==> config.mk <==
export PLATFORM = sky130hd
export DESIGN_NAME = as2650_wb_mailbox_flat
export DESIGN_NICKNAME = d
export VERILOG_FILES = /design/src/rtl/as2650_wb_mailbox_if.sv /design/src/rtl/as2650_wb_mailbox.sv /design/src/flat_wrapper.sv
export SDC_FILE = /design/constraint.sdc
export NUM_CORES = 1
export LEC_CHECK = 0
export ABC_AREA = 1
export BUFFER_PORTS_ARGS = -buffer_cell sky130_fd_sc_hd__buf_2
export CORE_UTILIZATION = 25
export DETAILED_ROUTE_END_ITERATION = 8
export GPL_TIMING_DRIVEN = 0
export PLACE_DENSITY = 0.48
export RECOVER_POWER = 50
export SYNTH_ARGS = -nofsm -noshare
export SYNTH_HDL_FRONTEND = slang
export SYNTH_SLANG_ARGS = --single-unit
==> constraint.sdc <==
create_clock -name wb_clk_i -period 4.8 [get_ports wb_clk_i]
set_clock_uncertainty 0.15 [all_clocks]
set_input_delay 0.72 -clock wb_clk_i [delete_from_list [all_inputs] [get_ports wb_clk_i]]
set_output_delay 0.72 -clock wb_clk_i [all_outputs]
set_load 0.05 [all_outputs]
==> src/rtl/as2650_wb_mailbox_if.sv <==
// Wishbone classic bus bundle between the Caravel management SoC and the AS2650 mailbox.
interface as2650_wb_mailbox_if;
  logic        wbs_cyc_i;
  logic        wbs_stb_i;
  logic        wbs_we_i;
  logic [3:0]  wbs_sel_i;
  logic [31:0] wbs_adr_i;
  logic [31:0] wbs_dat_i;
  logic        wbs_ack_o;
  logic [31:0] wbs_dat_o;

  modport master (
    output wbs_cyc_i, wbs_stb_i, wbs_we_i, wbs_sel_i, wbs_adr_i, wbs_dat_i,
    input  wbs_ack_o, wbs_dat_o
  );

  modport slave (
    input  wbs_cyc_i, wbs_stb_i, wbs_we_i, wbs_sel_i, wbs_adr_i, wbs_dat_i,
    output wbs_ack_o, wbs_dat_o
  );
endinterface

==> src/rtl/as2650_wb_mailbox.sv <==
// Wishbone byte mailbox between the SoC and the AS2650 core: h2c/c2h byte FIFOs plus status/IRQ.
// Optional feature: define MAILBOX_IRQ_EN to build the CTRL.IRQEN register and the user_irq[0] flop.
module as2650_mbox_fifo #(
  parameter int DEPTH = 8
) (
  input  logic       clk,
  input  logic       rst,
  input  logic       push,
  input  logic [7:0] din,
  input  logic       pop,
  output logic [7:0] dout,
  output logic       empty,
  output logic       full,
  output logic [7:0] count
);
  localparam int AW = $clog2(DEPTH);

  logic [AW:0] wptr, rptr, cnt;
  logic [7:0]  mem [DEPTH];
  logic        do_push, do_pop;

  assign empty   = (wptr == rptr);
  assign full    = (wptr[AW] != rptr[AW]) && (wptr[AW-1:0] == rptr[AW-1:0]);
  assign do_pop  = pop & ~empty;
  // a full FIFO still takes a byte when the head leaves in the same cycle
  assign do_push = push & (~full | do_pop);

  always_ff @(posedge clk) begin
    if (rst) begin
      wptr <= '0;
      rptr <= '0;
    end else begin
      if (do_push) wptr <= wptr + 1'b1;
      if (do_pop)  rptr <= rptr + 1'b1;
    end
  end

  always_ff @(posedge clk) begin
    if (do_push) mem[wptr[AW-1:0]] <= din;
  end

  // difference taken at pointer width so it wraps cleanly before widening
  assign cnt   = wptr - rptr;
  assign count = 8'(cnt);
  assign dout  = mem[rptr[AW-1:0]];
endmodule

module as2650_wb_mailbox #(
  parameter logic [31:0] BASE_ADDR = 32'h3000_0000,
  parameter int          DEPTH     = 8
) (
  input  logic                       wb_clk_i,
  input  logic                       wb_rst_i,
  as2650_wb_mailbox_if.slave         wbs,
  output logic [7:0]                 c_rx_data,
  output logic                       c_rx_valid,
  input  logic                       c_rx_ready,
  input  logic [7:0]                 c_tx_data,
  input  logic                       c_tx_valid,
  output logic                       c_tx_ready,
  output logic [2:0]                 user_irq
);
  typedef struct packed {
    logic [1:0] off;
    logic       we;
    logic       sel0;
    logic [7:0] dat;
  } req_t;

  logic        hit, ack;
  req_t        req;
  logic        ovf;
  logic [31:0] rdata, stat, ctrl_rd;

  logic       h2c_push, h2c_pop, h2c_empty, h2c_full;
  logic [7:0] h2c_dout, h2c_cnt;
  logic       c2h_push, c2h_pop, c2h_empty, c2h_full;
  logic [7:0] c2h_dout, c2h_cnt;
  logic       wr_txd, rd_rxd, wr_stat, wr_ctrl, ovf_set;

  assign hit = wbs.wbs_cyc_i & wbs.wbs_stb_i & ~ack &
               (wbs.wbs_adr_i[31:4] == BASE_ADDR[31:4]);

  // request is captured on the hit so the ack-cycle side effect does not depend on the master
  always_ff @(posedge wb_clk_i) begin
    if (wb_rst_i) begin
      ack <= 1'b0;
      req <= '0;
    end else begin
      ack <= hit;
      if (hit) req <= '{off: wbs.wbs_adr_i[3:2], we: wbs.wbs_we_i,
                        sel0: wbs.wbs_sel_i[0], dat: wbs.wbs_dat_i[7:0]};
    end
  end

  assign wr_txd  = ack &  req.we & (req.off == 2'd0) & req.sel0;
  assign rd_rxd  = ack & ~req.we & (req.off == 2'd1);
  assign wr_stat = ack &  req.we & (req.off == 2'd2) & req.sel0;
  assign wr_ctrl = ack &  req.we & (req.off == 2'd3) & req.sel0;

  assign h2c_push = wr_txd;
  assign h2c_pop  = c_rx_valid & c_rx_ready;
  assign c2h_push = c_tx_valid & c_tx_ready;
  assign c2h_pop  = rd_rxd;
  assign ovf_set  = wr_txd & h2c_full & ~h2c_pop;

  as2650_mbox_fifo #(.DEPTH(DEPTH)) u_h2c (
    .clk(wb_clk_i), .rst(wb_rst_i), .push(h2c_push), .din(req.dat), .pop(h2c_pop),
    .dout(h2c_dout), .empty(h2c_empty), .full(h2c_full), .count(h2c_cnt)
  );

  as2650_mbox_fifo #(.DEPTH(DEPTH)) u_c2h (
    .clk(wb_clk_i), .rst(wb_rst_i), .push(c2h_push), .din(c_tx_data), .pop(c2h_pop),
    .dout(c2h_dout), .empty(c2h_empty), .full(c2h_full), .count(c2h_cnt)
  );

  assign c_rx_data  = h2c_dout;
  assign c_rx_valid = ~h2c_empty;
  assign c_tx_ready = ~c2h_full;

  // a fresh overflow beats a clear landing in the same cycle
  always_ff @(posedge wb_clk_i) begin
    if (wb_rst_i)                      ovf <= 1'b0;
    else if (ovf_set)                  ovf <= 1'b1;
    else if (wr_stat && req.dat[4])    ovf <= 1'b0;
  end

`ifdef MAILBOX_IRQ_EN
  logic irqen, irq_q;

  always_ff @(posedge wb_clk_i) begin
    if (wb_rst_i) begin
      irqen <= 1'b0;
      irq_q <= 1'b0;
    end else begin
      if (wr_ctrl) irqen <= req.dat[0];
      irq_q <= irqen & (~c2h_empty | ovf);
    end
  end

  assign ctrl_rd  = {31'b0, irqen};
  assign user_irq = {2'b00, irq_q};
`else
  logic unused_ctrl;
  assign unused_ctrl = &{1'b0, wr_ctrl};
  assign ctrl_rd     = '0;
  assign user_irq    = 3'b000;
`endif

  assign stat = {8'h00, c2h_cnt, h2c_cnt, 3'b000, ovf, c2h_full, c2h_empty, h2c_full, h2c_empty};

  always_comb begin
    rdata = '0;
    case (req.off)
      2'd1:    if (!c2h_empty) rdata = {23'b0, 1'b1, c2h_dout};
      2'd2:    rdata = stat;
      2'd3:    rdata = ctrl_rd;
      default: rdata = '0;
    endcase
  end

  assign wbs.wbs_ack_o = ack;
  assign wbs.wbs_dat_o = (ack & ~req.we) ? rdata : '0;

  logic unused;
  assign unused = &{1'b0, wbs.wbs_adr_i[1:0], wbs.wbs_sel_i[3:1], wbs.wbs_dat_i[31:8]};
endmodule

==> src/flat_wrapper.sv <==
// flat-port wrapper written by rule: the top's interface ports become plain ports
module as2650_wb_mailbox_flat 
#(
  parameter logic [31:0] BASE_ADDR = 32'h3000_0000,
  parameter int          DEPTH     = 8
)
  (wb_clk_i, wb_rst_i, c_rx_data, c_rx_valid, c_rx_ready, c_tx_data, c_tx_valid, c_tx_ready, user_irq, wbs_wbs_cyc_i, wbs_wbs_stb_i, wbs_wbs_we_i, wbs_wbs_sel_i, wbs_wbs_adr_i, wbs_wbs_dat_i, wbs_wbs_ack_o, wbs_wbs_dat_o);
  as2650_wb_mailbox_if wbs_i ();
  input  logic wb_clk_i;
  input  logic wb_rst_i;
  output logic [7:0] c_rx_data;
  output logic c_rx_valid;
  input  logic c_rx_ready;
  input  logic [7:0] c_tx_data;
  input  logic c_tx_valid;
  output logic c_tx_ready;
  output logic [2:0] user_irq;
  input wire logic [$bits(wbs_i.wbs_cyc_i)-1:0] wbs_wbs_cyc_i;
  input wire logic [$bits(wbs_i.wbs_stb_i)-1:0] wbs_wbs_stb_i;
  input wire logic [$bits(wbs_i.wbs_we_i)-1:0] wbs_wbs_we_i;
  input wire logic [$bits(wbs_i.wbs_sel_i)-1:0] wbs_wbs_sel_i;
  input wire logic [$bits(wbs_i.wbs_adr_i)-1:0] wbs_wbs_adr_i;
  input wire logic [$bits(wbs_i.wbs_dat_i)-1:0] wbs_wbs_dat_i;
  output wire logic [$bits(wbs_i.wbs_ack_o)-1:0] wbs_wbs_ack_o;
  output wire logic [$bits(wbs_i.wbs_dat_o)-1:0] wbs_wbs_dat_o;
  assign wbs_i.wbs_cyc_i = wbs_wbs_cyc_i;
  assign wbs_i.wbs_stb_i = wbs_wbs_stb_i;
  assign wbs_i.wbs_we_i = wbs_wbs_we_i;
  assign wbs_i.wbs_sel_i = wbs_wbs_sel_i;
  assign wbs_i.wbs_adr_i = wbs_wbs_adr_i;
  assign wbs_i.wbs_dat_i = wbs_wbs_dat_i;
  assign wbs_wbs_ack_o = wbs_i.wbs_ack_o;
  assign wbs_wbs_dat_o = wbs_i.wbs_dat_o;
  as2650_wb_mailbox #(.BASE_ADDR(BASE_ADDR), .DEPTH(DEPTH)) u_core (.wb_clk_i(wb_clk_i), .wb_rst_i(wb_rst_i), .wbs(wbs_i), .c_rx_data(c_rx_data), .c_rx_valid(c_rx_valid), .c_rx_ready(c_rx_ready), .c_tx_data(c_tx_data), .c_tx_valid(c_tx_valid), .c_tx_ready(c_tx_ready), .user_irq(user_irq));
endmodule
# Yosys cells after proc, flatten, opt, wreduce, memory -nomap -nowiden

Memories as Yosys holds them, arrays and structs flattened. A register that Yosys moved wholly into a read port is not among the register bits.
Cells that the tools add are included.

Flip-flop bits (word level): 30
Latch bits: 0
Memory bits (writable): 128
Bits in read-only memories: 0
Input port bits: 83
Output and inout bits: 46
Memories kept: 2

$add $sub $neg: 6
Multiply operators: 0
Div/mod/pow operators: 0
$lt $le $gt $ge: 0
Equal/unequal tests: 9
Shift-type cells: 0
Mux-type cells: 13
Bitwise operators: 27
Reductions and logical operators: 5

Memory list:

| name             | words | width | read ports | clocked after Yosys merged registers in | write ports | RTL line                | source |
|---|---|---|---|---|---|---|---|
| u_core.u_c2h.mem | 8     | 8     | 1          | 1                                       | 1           | as2650_wb_mailbox.sv:19 | `logic [7:0] mem [DEPTH];` |
| u_core.u_h2c.mem | 8     | 8     | 1          | 1                                       | 1           | as2650_wb_mailbox.sv:19 |  |

Operators with widths:

| operator                                                                 | count |
|---|---|
| 20-bit case mux with 2 select lines                                      | 1 |
| 28-bit by 26-bit equality test with 1-bit output (second input constant) | 1 |
| 20-bit 2-to-1 mux                                                        | 1 |
| 1-bit bitwise AND                                                        | 18 |
| 4-bit by 1-bit adder with 4-bit output (second input constant)           | 4 |
| 3-bit 2-to-1 mux                                                         | 4 |
| 9-bit 2-to-1 mux                                                         | 1 |
| 4-bit equality test                                                      | 2 |
| 4-bit subtractor                                                         | 2 |
| 1-bit NOT                                                                | 7 |
| 3-bit equality test                                                      | 2 |
| 1-bit 2-to-1 mux                                                         | 6 |
| 1-bit logical AND                                                        | 3 |
| 2-bit by 1-bit equality test with 1-bit output (second input constant)   | 1 |
| 2-bit equality test (second input constant)                              | 1 |
| 2-bit logical NOT                                                        | 1 |
| 1-bit != test                                                            | 2 |
| 1-bit OR                                                                 | 2 |
| 2-bit nonzero test                                                       | 1 |

# Depth between registers and ports, before layout

Word-level depth: 8
Depth in mapped cells: 10
Gate-level depth less buffers: 9

# Modules after synthesis

Synthesis repeated with hierarchy kept, for this count alone.

Cells, all modules: 798
Area, all modules: 7667.4 um^2

By module, submodules not included:

| module            | instances | cells each | area each (um^2) |
|---|---|---|---|
| as2650_mbox_fifo  | 2         | 285        | 3228.1 |
| as2650_wb_mailbox | 1         | 228        | 1211.2 |

# Least setup slack after synthesis

OpenSTA, ideal clock, no wires.

Path kind: register to output
Start point: register u_core.u_c2h.wptr[0]
End point: output port wbs_wbs_dat_o[18]
Arrival: 2.289 ns
Required time: 3.930 ns
Path slack: 1.641 ns
Stages on the path, launching flop included: 6
Path buffers: 0
Path through: dfxtp_1 inv_1 ha_1 fa_1 xor2_1 nor3_1

Word-level cells in the longest chain between the ends: 3

Ends and longest elaborated chain:

| item                                | RTL line                 | source |
|---|---|---|
| start: declaration                  | as2650_wb_mailbox.sv:18  | `logic [AW:0] wptr, rptr, cnt;` |
| start signal: assignment            | as2650_wb_mailbox.sv:33  | `if (do_push) wptr <= wptr + 1'b1;` |
| 4-bit subtractor                    | as2650_wb_mailbox.sv:43  | `assign cnt = wptr - rptr;` |
| 20-bit case mux with 2 select lines | as2650_wb_mailbox.sv:154 | `case (req.off)` |
| 20-bit 2-to-1 mux                   | as2650_wb_mailbox.sv:163 | `assign wbs.wbs_dat_o = (ack & ~req.we) ? rdata : '0;` |
| end: declaration                    | flat_wrapper.sv:25       | `output wire logic [$bits(wbs_i.wbs_dat_o)-1:0] wbs_wbs_dat_o;` |

Every way passes these cells.

# Final worst setup path

Start point: register u_core.u_c2h.wptr[0]
End point: output port wbs_wbs_dat_o[4]

Word-level cells in the longest chain between the ends: 4

Ends and longest elaborated chain:

| item                                | RTL line                 | source |
|---|---|---|
| 4-bit equality test                 | as2650_wb_mailbox.sv:22  | `assign empty = (wptr == rptr);` |
| 9-bit 2-to-1 mux                    | as2650_wb_mailbox.sv:155 | `2'd1: if (!c2h_empty) rdata = {23'b0, 1'b1, c2h_dout};` |
| 20-bit case mux with 2 select lines | as2650_wb_mailbox.sv:154 |  |
| 20-bit 2-to-1 mux                   | as2650_wb_mailbox.sv:163 |  |

Every way passes these cells.

==> results_dict.tcl <==
set metrics [dict create \
    final_layout_size_suffix_gt1_frac 0.148 \
    place_hpwl_mm 12.6 \
    fill_cells 3043 \
    holdBufCountCts 0 \
    globalRouteOverflowTotal 0 \
    status "completed" \
    vdd.ir_drop.worst_v 0.000223 \
    synth_warnings 0 \
    final_cell_mix "nor2_1, edfxtp_1, nand2_1, o21ai_0, buf_2" \
    clkPwrFrac 0.447 \
    routed_wl_mm 17.7 \
    vias_per_cell 4.25 \
    critPathMaxFanout 8 \
    grt_pass1_vias 5100 \
    p_int_w 0.00250 \
    design.die.area_sq_mm 0.0301 \
    fin_crit_sh 0.715 \
    grt_first_pass_wirelength_mm 28.0 \
    start_util 0.255 \
    cts_tree "done" \
    antenna_found_initial 0 \
    powerDensity_mw_per_mm2 371 \
    diodes 0 \
    portBuffers 80 \
    clockBufferDepth 2 \
    synth-seq-area-share 0.620 \
    p_seq_frac 0.469 \
    cts-buffers-inserted 17 \
    die_w_um 174 \
    ys_seq_elements 164 \
    insertion_delay_ns 0.41 \
    seq_area_sq_mm 0.00456 \
    drc_errors 0 \
    post-cts-setup-buffer-count 0 \
    netlist_instances 747 \
    start_kind "register" \
    power_w 0.00330 \
    cts_resized 0 \
    rows 62 \
    final-max-slew-violation-count 0 \
    cp-end-kind "output pin" \
    finalSetupTns_ns 0 \
    synth_area_sq_mm 0.00736 \
    detail_route.first_pass.iterations 5 \
    period_minus_slack_ns 3.43 \
    io_pins 129 \
    crit_path_frequent_cell "nand2_1" \
    max_clock_freq_mhz 291 \
    maxCapViolations 0 \
    rsz0062_at_grt "no" \
    sw_frac_of_total 0.242 \
    design.core.area_sq_mm 0.0289 \
    worstHoldPathType "register to register" \
    required_ns 3.93 \
    gp_congestion 0.766 \
    setup_viol 0 \
    slowest_stage "dfxtp_1" \
    syn_area_per_cell_sq_um 9.85 \
    ant_nets 0 \
    slowest_delay_ns 0.39 \
    grt_max_degree 17 \
    route.vias.total 5350 \
    wl_per_cell_um 14.1 \
    multi_input_area_sq_mm 0.00240 \
    cts.reportedPaths.clkPinSlew_ns 0.06 \
    leakage_nw 3.24 \
    finalHoldViolCount 0 \
    crit_arrival_ns 2.56 \
    combPwrFrac 0.084 \
    final_common_cell "nor2_1" \
    criticalPathCategory "register to output pin" \
    grtUsageTotal 0.120 \
    root_buffer "clkbuf_16" \
    critPathTopFamily "simple AND/OR/NAND/NOR gates" \
    synth_cell_types 36 \
    path_buf_inv 3 \
    clock_sinks 164 \
    crit_chain "inv_1, ha_1, nand3_1, inv_1, nand2_1, nand2_1, nor2_8, nand3_1, nand2_1, buf_2" \
    max-slew-margin-rel 0.208 \
    htreeDepth 4 \
    die_h_um 174 \
    fin_nets 962 \
    first_iter_violations 256 \
    switchingPower_w 0.000799 \
    area_growth_pct 20.9 \
    worstMarginPinSlew_ns 1.18 \
]
final cells by class:
| type | count | share of cell area |
|---|---|---|
| Clock inverter | 14 | 0.0239 |
| Clock buffer | 17 | 0.0478 |
| Buffer | 43 | 0.0267 |
| Multi-Input combinational cell | 506 | 0.269 |
| Sequential cell | 164 | 0.513 |
| Timing Repair Buffer | 80 | 0.0436 |
| Tap cell | 384 | 0.0540 |
| Inverter | 52 | 0.0219 |
state kept, by name (all words and copies together), names as in the netlist, named ones only:
name	count
u_core.ovf	1
u_core.wbs.wbs_ack_o	1
u_core.u_c2h.wptr	4
u_core.u_c2h.rptr	4
u_core.u_h2c.wptr	4
u_core.u_h2c.rptr	4
u_core.u_h2c.mem	64
u_core.u_c2h.mem	64
u_core.req	12
stage by stage:
step	std cells	cell area (sq um)	setup slack [ns]	hold slack [ns]	util
finish	1260	8900	1.37	0.335	0.308
global route	1260	8900	1.22	0.385	0.308
global placement	1229	8310	1.90	0.323	0.288
CTS	1260	8940	1.45	0.343	0.310
detailed placement	1229	8310	1.91	0.333	0.288
floorplan	765	7430	1.64	0.298	-
metal layers:
metal / share of wire / GRT usage / wire, um / vias up
met3: 0.040 / 0.0248 / 707 / 17
met2: 0.45 / 0.191 / 8010 / 126
li1: - / - / - / 2701
met5: 0 / 0 / 0 / -
met4: 0.012 / 0.0365 / 221 / 0
met1: 0.50 / 0.165 / 8790 / 2506
worst paths after layout:
path / startpoint / to / slack, ns / depth (start not counted)
worst max-delay path: u_core.u_c2h.wptr[0] / wbs_wbs_dat_o[4] / 1.37 / 10
worst min-delay path: u_core.ovf / u_core.ovf / 0.33 / 2
worst max register to register: u_core.u_c2h.wptr[0] / u_core.u_c2h.mem[6][5] / 1.90 / 7
worst min register to register: u_core.ovf / u_core.ovf / 0.33 / 2
power by group through the flow:
stage / registers (W) / clock network [W] / logic (W)
5_1_grt: 0.00155 / 0.00156 / 0.000310
3_5_place_dp: 0.00158 / 0 / 0.000284
2_1_floorplan: 0.00158 / 0 / 0.000194
6_report: 0.00155 / 0.00148 / 0.000279
4_1_cts: 0.00155 / 0.00150 / 0.000285
3_3_place_gp: 0.00158 / 0 / 0.000282
logic make-up (layout without fill, tap and decap cells):
logic type,count (synthesis),count (layout),synth area share
and+or+nand+nor,343,343,0.192
AOI/OAI and AO/OA,116,116,0.0830
buffers and inverters,95,206,0.0599
xor gates and xnor gates,13,13,0.0165
DFF,164,164,0.620
adders and majority gates,15,15,0.0275
other,1,19,0.000510
synthesized netlist by cell type (all sizes together):
library cell,number,area (sq um)
nor3b,2,15.0
o211ai,10,75.1
ha,13,163
clkbuf,16,60.1
xnor2,7,68.8
inv,51,191
a21oi,15,75.1
a211oi,1,7.51
xor2,6,52.6
conb,1,3.75
or2,1,8.76
and3,3,18.8
nand3,27,145
a31oi,1,6.26
fa,2,40.0
nor3,5,36.3
nand4,2,12.5
buf,27,185
nand2,109,422
o22ai,1,6.26
clkinv,1,3.75
nor2,194,757
dfxtp,36,721
o21ai,88,440
edfxtp,128,3840
worst reg2reg max path, cell delays in order (launching register included):
cell and delay (ns):
dfxtp_1 0.39, inv_1 0.08, ha_1 0.33, nand3_1 0.11, nor2_1 0.07, nor2_1 0.26, nand2_1 0.19, nor3_1 0.93
Note: power is estimated with default switching activity, not from simulation.
